===== src/rtl/highscore_update_ctrl.sv =====
// highscore_update_ctrl: owns the five-entry high-score table.
// A game-over request scans the table one slot per cycle. A qualifying score
// is inserted with a single-edge shift, and its rank is reported with a done
// pulse. A clear request restores the power-on table.
module highscore_update_ctrl #(
    parameter int          SCORE_W  = 8,
    parameter int unsigned HI1_INIT = 141,
    parameter int unsigned HI2_INIT = 33,
    parameter int unsigned HI3_INIT = 20,
    parameter int unsigned HI4_INIT = 15,
    parameter int unsigned HI5_INIT = 11
) (
    input  logic               clock,
    input  logic               resetn,
    input  logic               game_over,
    input  logic [SCORE_W-1:0] curr_score,
    input  logic               clear_req,
    output logic [SCORE_W-1:0] hi1,
    output logic [SCORE_W-1:0] hi2,
    output logic [SCORE_W-1:0] hi3,
    output logic [SCORE_W-1:0] hi4,
    output logic [SCORE_W-1:0] hi5,
    output logic               busy,
    output logic               done,
    output logic [2:0]         new_rank,
    output logic               dropped
);

    typedef enum logic [1:0] {
        S_IDLE,
        S_SCAN,
        S_SHIFT,
        S_DONE
    } state_t;

    localparam logic [SCORE_W-1:0] INIT_TBL [5] = '{
        SCORE_W'(HI1_INIT), SCORE_W'(HI2_INIT), SCORE_W'(HI3_INIT),
        SCORE_W'(HI4_INIT), SCORE_W'(HI5_INIT)
    };

    state_t             state;
    logic [SCORE_W-1:0] tbl [5];   // index 0 is the best score
    logic [SCORE_W-1:0] score_q;   // score captured on accept
    logic [2:0]         idx;       // slot currently being compared
    logic [2:0]         rank_q;    // 1-based slot the score will take

    assign hi1 = tbl[0];
    assign hi2 = tbl[1];
    assign hi3 = tbl[2];
    assign hi4 = tbl[3];
    assign hi5 = tbl[4];

    // Controller FSM: it updates the table and drives all registered status outputs.
    always_ff @(posedge clock or negedge resetn) begin
        if (!resetn) begin
            state    <= S_IDLE;
            // NOTE: the table is architectural state that the display reads, so it
            // is reset explicitly. This reset also discards any half-finished insert.
            tbl      <= INIT_TBL;
            score_q  <= '0;
            idx      <= '0;
            rank_q   <= '0;
            busy     <= 1'b0;
            done     <= 1'b0;
            new_rank <= '0;
            dropped  <= 1'b0;
        end else begin
            // NOTE: every state update uses non-blocking assignments. The SHIFT
            // step reads the old tbl[i-1] while it writes tbl[i] on the same edge.
            done    <= 1'b0;
            dropped <= 1'b0;

            // A request that arrives while busy is not queued. It is flagged and dropped.
            if (busy && (game_over || clear_req)) begin
                dropped <= 1'b1;
            end

            case (state)
                S_IDLE: begin
                    if (clear_req) begin
                        tbl      <= INIT_TBL;
                        rank_q   <= '0;
                        new_rank <= '0;
                        done     <= 1'b1;
                        busy     <= 1'b1;
                        dropped  <= game_over;
                        state    <= S_DONE;
                    end else if (game_over) begin
                        score_q <= curr_score;
                        idx     <= '0;
                        busy    <= 1'b1;
                        state   <= S_SCAN;
                    end
                end

                S_SCAN: begin
                    // The comparison is strict, so a tied score lands below the existing entry.
                    if (score_q > tbl[idx]) begin
                        rank_q <= idx + 3'd1;
                        state  <= S_SHIFT;
                    end else if (idx == 3'd4) begin
                        rank_q   <= '0;
                        new_rank <= '0;
                        done     <= 1'b1;
                        state    <= S_DONE;
                    end else begin
                        idx <= idx + 3'd1;
                    end
                end

                S_SHIFT: begin
                    // The slots below the new rank move down one place, and the old hi5 falls off.
                    for (int i = 1; i < 5; i++) begin
                        if (3'(i) >= rank_q) begin
                            tbl[i] <= tbl[i-1];
                        end
                    end
                    tbl[rank_q - 3'd1] <= score_q;
                    new_rank           <= rank_q;
                    done               <= 1'b1;
                    state              <= S_DONE;
                end

                S_DONE: begin
                    busy  <= 1'b0;
                    state <= S_IDLE;
                end

                default: begin
                    busy  <= 1'b0;
                    state <= S_IDLE;
                end
            endcase
        end
    end

endmodule

===== config.mk =====
export PLATFORM = sky130hd
export DESIGN_NAME = highscore_update_ctrl
export DESIGN_NICKNAME = d
export VERILOG_FILES = /design/src/rtl/highscore_update_ctrl.sv
export SDC_FILE = /design/constraint.sdc
export NUM_CORES = 1
export LEC_CHECK = 0
export CAP_MARGIN = 10
export CELL_PAD_IN_SITES_DETAIL_PLACEMENT = 1
export CELL_PAD_IN_SITES_GLOBAL_PLACEMENT = 1
export CORE_MARGIN = 2
export CORE_UTILIZATION = 42
export DETAILED_ROUTE_END_ITERATION = 6
export GPL_TIMING_DRIVEN = 0
export PLACE_DENSITY_LB_ADDON = 0.1
export SYNTH_ARGS = -nofsm -noshare
export SYNTH_HDL_FRONTEND = slang
export SYNTH_SLANG_ARGS = --single-unit

===== constraint.sdc =====
create_clock -name clock -period 3.65 [get_ports clock]
set_clock_uncertainty 0.2 [all_clocks]
set_input_delay 0.73 -clock clock [delete_from_list [all_inputs] [get_ports clock]]
set_output_delay 0.73 -clock clock [all_outputs]
set_load 0.01 [all_outputs]

==> results.md, run 1 <==
- Max Cap Viol: 0
- Die W: 98.8 microns
- Leak pwr: 1.92 nW
- Crit. Startpoint: idx[0]
- Vias after detailed routing: 3438
- RR Startpoint: idx[0]
- R2R cell count: 13
- Vias in the first global route: 3575
- Mean number of vias per cell: 5.87
- Antenna Cells: 0
- Final instance area: 4700 sq um
- Critical Path RT: 3.72 ns
- Final global-route overflow total: 0
- Buf+Inv Stages, Crit Path: 3
- CP endpoint: done
- Critical Path Sink Type: register
- Ys async rst share: 1.00
- Syn-to-layout area delta: 24.6%
- Slew Limit Fails: 0
- Fin crit share: 0.948
- Rows: 34
- Clock-pin slew of the registers on the worst-case setup and hold paths: 0.08 ns
- RSZ-0062 raised after global routing: no
- Max FO, Critical Path: 10
- Arr. time, crit path: 3.53 ns
- Layout Nets: 503
- Final estimated routing congestion in global placement: 0.850
- Crit Path Class: reg2reg
- Placement Cell Area: 4490 sq um
- Startpoint types: register
- Post-synthesis cell count: 405
- Ys flop type: dfrtp_1
- Post-layout power: 4.29 mW
- CTS tree: done
- Initial DRC Count: 164
- Final worst path period need: 3.46 ns
- Aggregate routed wire length: 11500 microns
- Maximum VDD drop: 0.434 mV
- Worst hold path class: in2async
- CTS sink count: 62
- Routed len/inst: 19.6 microns
- Post-synth EDFFs: 0
- PD cells: 913 nW/um^2
- Die area: 9750 sq um
- Fill cells: 1005
- Total stage count of the critical path: 13
- # Post-CTS Setup Buffers: 0
- Setup violations, final: 0
- Synthesized Nets: 435
- Slew @ Worst Pin: 0.825 ns
- CP max-delay cell: o21bai_1
- Sequential area share after synthesis: 0.416
- Library cells used by synthesis: 49
- R2r endpoint: done
- CTS root buf: clkbuf_8
- Starting Density: 0.432
- Layout Cells excl Fill: 586
- Worst-path cell chain: clkbuf_1 -> buf_2 -> nand2_1 -> o22ai_1 -> o21ai_0 -> ha_1 -> nor2b_1 -> o211ai_1 -> a21oi_1 -> o21bai_1 -> clkbuf_2 -> nand4_1 -> a31oi_1
- Final Util: 0.539
- Kind of cell adding the most delay to the critical path: compound AO/OA/AOI/OAI gates
- IO buf count: 57
- Inserted Clock Buffers: 9
- Max Clk Rate: 289 MHz
- Inst Count DP: 571
- Pin count of the biggest net entering global routing: 41
- First-pass GRT wire length: 19100 microns
- Clock buffer depth: 2
- Mapped Area: 3770 sq um
- Layout cells sized above 1: 0.138
- Remaining antenna violation count: 0
- Initial antenna violation count: 0
- Yosys warnings: 0
- Relative slew slack: 0.448
- R2R setup slack: 0.19 ns
- Clk_lat worst skew: 0.36 ns
- Die span in y: 98.8 microns
- Final hold viol count: 0
- # IOs: 58
- H-tree lvl count: 3
- Status: finished clean
- #FFs+latches synth: 62
- Post-synthesis area per instance: 9.31 sq um
- CORE AREA: 8720 sq um
- Hpwl dp: 8840 microns
- DRC Markers: 0
- Drt pass-1 iters: 4
- GRT Total Usage: 0.250
- Critical path's largest stage delay: 0.38 ns
[state kept, by name, summed over array words and instances, names as in the netlist, 2 cells and up]
| name | flops |
|---|---|
| hi2 | 8 |
| rank_q | 3 |
| score_q | 8 |
| new_rank | 3 |
| idx | 3 |
| hi4 | 8 |
| state | 2 |
| hi1 | 8 |
| hi3 | 8 |
| hi5 | 8 |
[layer usage]
layer / global-route usage / wire [microns] / up-vias
met5: 0 / 0 / -
met4: 0.0885 / 194 / 0
met3: 0.0397 / 456 / 14
met2: 0.398 / 5430 / 75
met1: 0.346 / 5410 / 1735
li1: - / - / 1614
[metrics by stage]
stage	hold WS [ns]	setup WS (ns)	setup TNS, ns
final	0.150	0.190	0
after global routing	0.193	0.00257	0
after CTS	0.164	0.0702	0
after detailed placement	0.304	-0.0368	-0.110
after global placement	0.298	-0.362	-16.76
after floorplan	0.234	0.713	0
[cells in the mapped netlist (4+ instances only)]
library cell  count  area, sq um
a22o_1           12          105
nand4_1           5         31.3
nand2_1          48          180
nor2_1           13         48.8
o22ai_1          10         62.6
mux2_2            9          101
inv_1            22         82.6
dfrtp_1          47         1180
dfstp_2          15          394
a22oi_1           6         45.0
nand3_1          26          130
ha_1             18          225
mux2i_1          17          170
a21oi_1          26          130
o31ai_1          12         90.1
a31oi_1          13         81.3
clkbuf_1         13         48.8
a21o_1            5         37.5
nor2b_1           4         25.0
and3_1            9         56.3
o21ai_0          31          155
[repair_timing]
item,4_1_cts,5_1_grt
pin swaps,0,0
gates resized for setup,1,5
setup endpoints to repair,6,5
hold endpoints to repair,0,0
hold buffers,0,0
[cells by family (layout without fill, tap and decap cells)]
| kind of cell | count (synthesis) | count (layout) | share of synthesized area |
|---|---|---|---|
| muxes | 27 | 27 | 0.0780 |
| xor gates and xnor gates | 3 | 3 | 0.0119 |
| buffers and inverters | 48 | 121 | 0.0584 |
| AOI/OAI and AO/OA | 134 | 134 | 0.235 |
| DFF | 62 | 62 | 0.416 |
| and+or+nand+nor | 113 | 113 | 0.140 |
| adders and majority gates | 18 | 18 | 0.0597 |
[cell type report]
type	count	area, sq um	area share
Tap cell	108	135	0.0288
Sequential cell	62	1570	0.334
Timing Repair Buffer	58	586	0.125
Clock buffer	9	124	0.0264
Buffer	25	138	0.0293
Multi-Input combinational cell	295	1980	0.422
Inverter	22	82.6	0.0176
Clock inverter	7	81.3	0.0173
[power by group]
group | total [mW] | switching (mW) | internal (mW) | leakage [nW]
combinational | 2.37 | 1.38 | 0.987 | 1.03
clock | 0.643 | 0.318 | 0.324 | 0.101
sequential | 1.28 | 0.307 | 0.971 | 0.781
[worst min-delay path by stage]
stage | start | to | slack [ns]
after floorplan | resetn | busy | 0.23
after global placement | hi1[7] | hi1[7] | 0.30
after detailed placement | hi3[4] | hi3[4] | 0.30
after CTS | resetn | new_rank[1] | 0.16
after global routing | resetn | new_rank[1] | 0.19
final | resetn | new_rank[1] | 0.15
[layout by cell type (no fill, tap or decap), drive strengths merged, types with 2 or more instances in the layout]
cell type	synthesis	routed
clkinv	0	2
ha	18	18
a21o	6	6
buf	11	13
a22oi	6	6
dfrtp	47	47
a21oi	26	26
mux2i	17	17
dfstp	15	15
nor3	2	2
nand2b	2	2
nand3	26	26
a2bb2oi	2	2
xor2	2	2
o21bai	4	4
inv	22	25
nand2	48	48
a22o	12	12
mux2	9	9
nor2	14	14
nor2b	4	4
a221oi	2	2
and3	9	9
a31oi	14	14
o21ai	32	32
nand4	5	5
o31ai	12	12
o22ai	10	10
clkbuf	15	23
or3	2	2
o21a	2	2
clkdlybuf4s50	0	56
No activity file was read; power rests on OpenSTA's default activity.
==> inputs of run 2 (changes only) <==
Settings changed: ABC_CLOCK_PERIOD_IN_PS set to 3650, CTS_BUF_LIST set to sky130_fd_sc_hd__clkbuf_16.
==> results.md, run 2 (synthesis gave the netlist of run 1 again) <==
- Max FO, Critical Path: 10
- Final estimated routing congestion in global placement: 0.850
- Max Clk Rate: 302 MHz
- Maximum VDD drop: 0.452 mV
- Buf+Inv Stages, Crit Path: 2
- Leak pwr: 1.97 nW
- # Post-CTS Setup Buffers: 0
- Final global-route overflow total: 0
- Clk_lat worst skew: 0.33 ns
- Hpwl dp: 8840 microns
- Mean number of vias per cell: 5.91
- Critical Path Sink Type: register
- Startpoint types: register
- Crit Path Class: reg2reg
- Fin crit share: 0.908
- Initial DRC Count: 170
- Crit. Startpoint: idx[0]
- Rows: 34
- Relative slew slack: 0.459
- Pin count of the biggest net entering global routing: 41
- Die span in y: 98.8 microns
- Routed len/inst: 19.8 microns
- Final worst path period need: 3.31 ns
- CP max-delay cell: mux2_2
- PD cells: 951 nW/um^2
- GRT Total Usage: 0.252
- Setup violations, final: 0
- Slew Limit Fails: 0
- First-pass GRT wire length: 19300 microns
- Drt pass-1 iters: 4
- Syn-to-layout area delta: 27.4%
- Critical Path RT: 3.67 ns
- Kind of cell adding the most delay to the critical path: compound AO/OA/AOI/OAI gates
- Multi-input gate area in the final layout: 1980 sq um
- Arr. time, crit path: 3.33 ns
- Die W: 98.8 microns
- Worst hold path class: in2async
- Starting Density: 0.432
- Final Util: 0.551
- Final hold viol count: 0
- Vias after detailed routing: 3461
- Final instance area: 4800 sq um
- Antenna Cells: 0
- H-tree lvl count: 3
- Status: finished clean
- RSZ-0062 raised after global routing: no
- Inserted Clock Buffers: 9
- Clock buffer depth: 2
- Die area: 9750 sq um
- RR Startpoint: idx[0]
- Clock-pin slew of the registers on the worst-case setup and hold paths: 0.06 ns
- Slew @ Worst Pin: 0.809 ns
- Layout cells sized above 1: 0.140
- Most common cell after layout, fill and taps aside: clkdlybuf4s50_1
- Fill cells: 979
- Critical path's largest stage delay: 0.38 ns
- CTS root buf: clkbuf_16
- Layout Nets: 503
- Max Cap Viol: 0
- # IOs: 58
- Placement Cell Area: 4490 sq um
- Aggregate routed wire length: 11600 microns
- Initial antenna violation count: 0
- Worst-path cell chain: clkbuf_1 -> buf_2 -> nand2_1 -> o22ai_1 -> o21ai_0 -> ha_1 -> nor2b_1 -> o211ai_1 -> a21oi_1 -> o21bai_2 -> a31oi_1 -> mux2_2
- Remaining antenna violation count: 0
- Commonest cells after routing, fill and taps aside: 56 x clkdlybuf4s50_1, 48 x nand2_1, 46 x dfrtp_1
- CTS tree: done
- CORE AREA: 8720 sq um
- IO buf count: 57
- Storage cell area: 1570 sq um
- CTS sink count: 62
- DRC Markers: 0
- Vias in the first global route: 3633
==> run 2: path summary, 6_finish.rpt <==
path / to / slack (ns) / cells after the start
worst max-delay path: state[1] / 0.34 / 12
worst min-delay path: new_rank[1] / 0.18 / 1
worst max register to register: state[1] / 0.34 / 12
worst min register to register: hi3[4] / 0.31 / 2
max in group asynchronous: hi2[5] / 2.40 / 2
min in group clock: hi3[4] / 0.31 / 2
==> run 2: routing by layer <==
metal | GRT usage | share of wire | up-vias | wire length, microns
li1 | - | - | 1619 | -
met1 | 0.349 | 0.46 | 1737 | 5340
met2 | 0.404 | 0.47 | 92 | 5510
met3 | 0.0397 | 0.051 | 13 | 589
met4 | 0.0822 | 0.015 | 0 | 178
met5 | 0 | 0 | - | 0
==> run 2: cell type report <==
cell class / instances / share of cell area
multi-input cells: 295 / 0.413
flip-flops and latches: 62 / 0.327
repair buffers: 58 / 0.122
clock buffers: 9 / 0.0469
plain buffers: 25 / 0.0287
well taps: 108 / 0.0281
inverters: 22 / 0.0172
clock inverters: 7 / 0.0169
==> run 2: metrics by stage <==
step	std cells	setup slack [ns]	power (mW)	setup TNS (ns)	hold WS [ns]
floorplan	405	0.713	2.73	0	0.234
global placement	570	-0.362	3.51	-16.76	0.298
detailed placement	571	-0.0368	3.62	-0.110	0.304
CTS	586	0.0595	4.55	0	0.199
global route	586	0.133	4.89	0	0.226
finish	586	0.335	4.57	0	0.181
==> run 2: what timing repair did <==
item	in CTS	in global routing
gates resized for setup	1	6
endpoints found under the setup margin	6	6
pin swaps	0	0
hold buffers	0	0
==> run 2: report_power, final <==
| part | switching (mW) | internal [mW] |
|---|---|---|
| sequential | 0.307 | 0.973 |
| clock | 0.343 | 0.538 |
| combinational | 1.41 | 0.997 |
| total | 2.06 | 2.51 |
==> inputs of run 3 (changes only) <==
Settings changed: SLEW_MARGIN set to 10.
==> results.md, run 3 (synthesis gave the netlist of run 1 again) <==
- # Post-CTS Setup Buffers: 0
- Layout Cells excl Fill: 585
- Starting Density: 0.432
- H-tree lvl count: 3
- Remaining antenna violation count: 0
- Status: finished clean
- Placement Cell Area: 4470 sq um
- CTS tree: done
- Pint: 2.49 mW
- Switching part of the total: 0.448
- Vias after detailed routing: 3463
- DRC Markers: 0
- Pin count of the biggest net entering global routing: 63
- Die W: 98.8 microns
- Inserted Clock Buffers: 9
- Syn-to-layout area delta: 26.8%
- CTS root buf: clkbuf_16
- Clk_lat worst skew: 0.33 ns
- Mean number of vias per cell: 5.92
- Worst hold path class: in2async
- Arr. time, crit path: 3.38 ns
- P_sw: 2.02 mW
- # IOs: 58
- Setup violations, final: 0
- Drt pass-1 iters: 4
- Post-CTS Hold Fix Bufs: 0
- Final hold viol count: 0
- Initial antenna violation count: 0
- Initial DRC Count: 152
- Fin crit share: 0.914
- Relative slew slack: 0.458
- Max FO, Critical Path: 10
- PD cells: 944 nW/um^2
- Register share of total power: 0.284
- Clock power frac: 0.193
- Slew @ Worst Pin: 0.809 ns
- Aggregate routed wire length: 11500 microns
- First-pass GRT wire length: 19000 microns
- Comb pwr share: 0.523
- Die span in y: 98.8 microns
- CTS sink count: 62
- Clock buffer depth: 2
- Final estimated routing congestion in global placement: 0.850
- Final instance area: 4780 sq um
- Setup WS post-layout: 0.315 ns
- Place WS: -0.0153 ns
- Inst Count DP: 570
- Critical Path RT: 3.70 ns
- Max Clk Rate: 300 MHz
- Commonest cells after routing, fill and taps aside: 56 x clkdlybuf4s50_1, 48 x nand2_1, 46 x dfrtp_1
- Layout cells sized above 1: 0.136
- Leak pwr: 1.95 nW
- Hpwl dp: 8690 microns
- IO buf count: 57
- Maximum VDD drop: 0.487 mV
- Final worst path period need: 3.34 ns
- Final global-route overflow total: 0
- Critical Path Sink Type: register
- RSZ-0062 raised after global routing: no
- Antenna Cells: 0
- Rows: 34
- Startpoint types: register
- Most common cell after layout, fill and taps aside: clkdlybuf4s50_1
- Clock-pin slew of the registers on the worst-case setup and hold paths: 0.06 ns
- CORE AREA: 8720 sq um
- Slew Limit Fails: 0
- Routed len/inst: 19.7 microns
- Crit Path Class: reg2reg
- Max Cap Viol: 0
- GRT Total Usage: 0.249
- Vias in the first global route: 3625
- Die area: 9750 sq um
- Layout Nets: 502
-- run 3: cell count changes in the layout (fill, tap and decap cells not counted) --
cell      delta
buf_12       -1
buf_2        -1
buf_4        +1
o21bai_1     +1
o21bai_2     -1
-- run 3: what timing repair did --
item | in CTS | in global routing
setup endpoints to repair | 5 | 6
gates resized for setup | 1 | 5
cloned | 0 | 0
-- run 3: stage by stage --
| stage | power [mW] | hold WS (ns) | util | TNS (ns) |
|---|---|---|---|---|
| floorplan | 2.73 | 0.234 | - | 0 |
| global placement | 3.51 | 0.298 | 0.513 | -16.76 |
| detailed placement | 3.62 | 0.304 | 0.513 | -0.0288 |
| CTS | 4.52 | 0.315 | 0.548 | 0 |
| global route | 4.85 | 0.328 | 0.548 | 0 |
| finish | 4.51 | 0.279 | 0.548 | 0 |
-- run 3: critical path: stages (launching register included) --
cell and delay [ns]:
dfrtp_1 0.35, clkbuf_1 0.27, buf_2 0.36, nand2_1 0.10
o22ai_1 0.15, o21ai_0 0.11, ha_1 0.30, nor2b_1 0.13
o211ai_1 0.16, a21oi_1 0.10, o21bai_1 0.37, clkbuf_2 0.32
nand4_1 0.13, a31oi_1 0.19
-- run 3: power by group through the flow --
stage	clock network (mW)	logic [mW]	registers, mW
after detailed placement	0	2.33	1.28
after CTS	0.886	2.36	1.27
after global routing	0.927	2.61	1.32
after floorplan	0	1.50	1.23
final	0.873	2.36	1.28
after global placement	0	2.24	1.27
-- run 3: layout make-up --
| cell class | instances | area (sq um) |
|---|---|---|
| clock inverters | 7 | 81.3 |
| plain buffers | 25 | 138 |
| multi-input cells | 295 | 1980 |
| fillers | 992 | 3940 |
| inverters | 22 | 82.6 |
| clock buffers | 9 | 225 |
| flip-flops and latches | 62 | 1570 |
| repair buffers | 57 | 568 |
| well taps | 108 | 135 |
-- run 3: worst paths after layout --
kind                       startpoint           to  slack [ns]  cells after the start
setup / recovery               idx[0]         done        0.31                     13
hold / removal                 resetn  new_rank[0]        0.28                      1
setup reg to reg               idx[0]         done        0.31                     13
hold reg to reg                hi3[4]       hi3[4]        0.31                      2
max in group asynchronous      resetn       idx[2]        2.42                      1
min in group clock             hi3[4]       hi3[4]        0.31                      2
-- run 3: routing by layer --
layer / track usage / share of wire
met1: 0.339 / 0.46
met3: 0.0496 / 0.054
met4: 0.0727 / 0.012
met5: 0 / 0
met2: 0.403 / 0.48
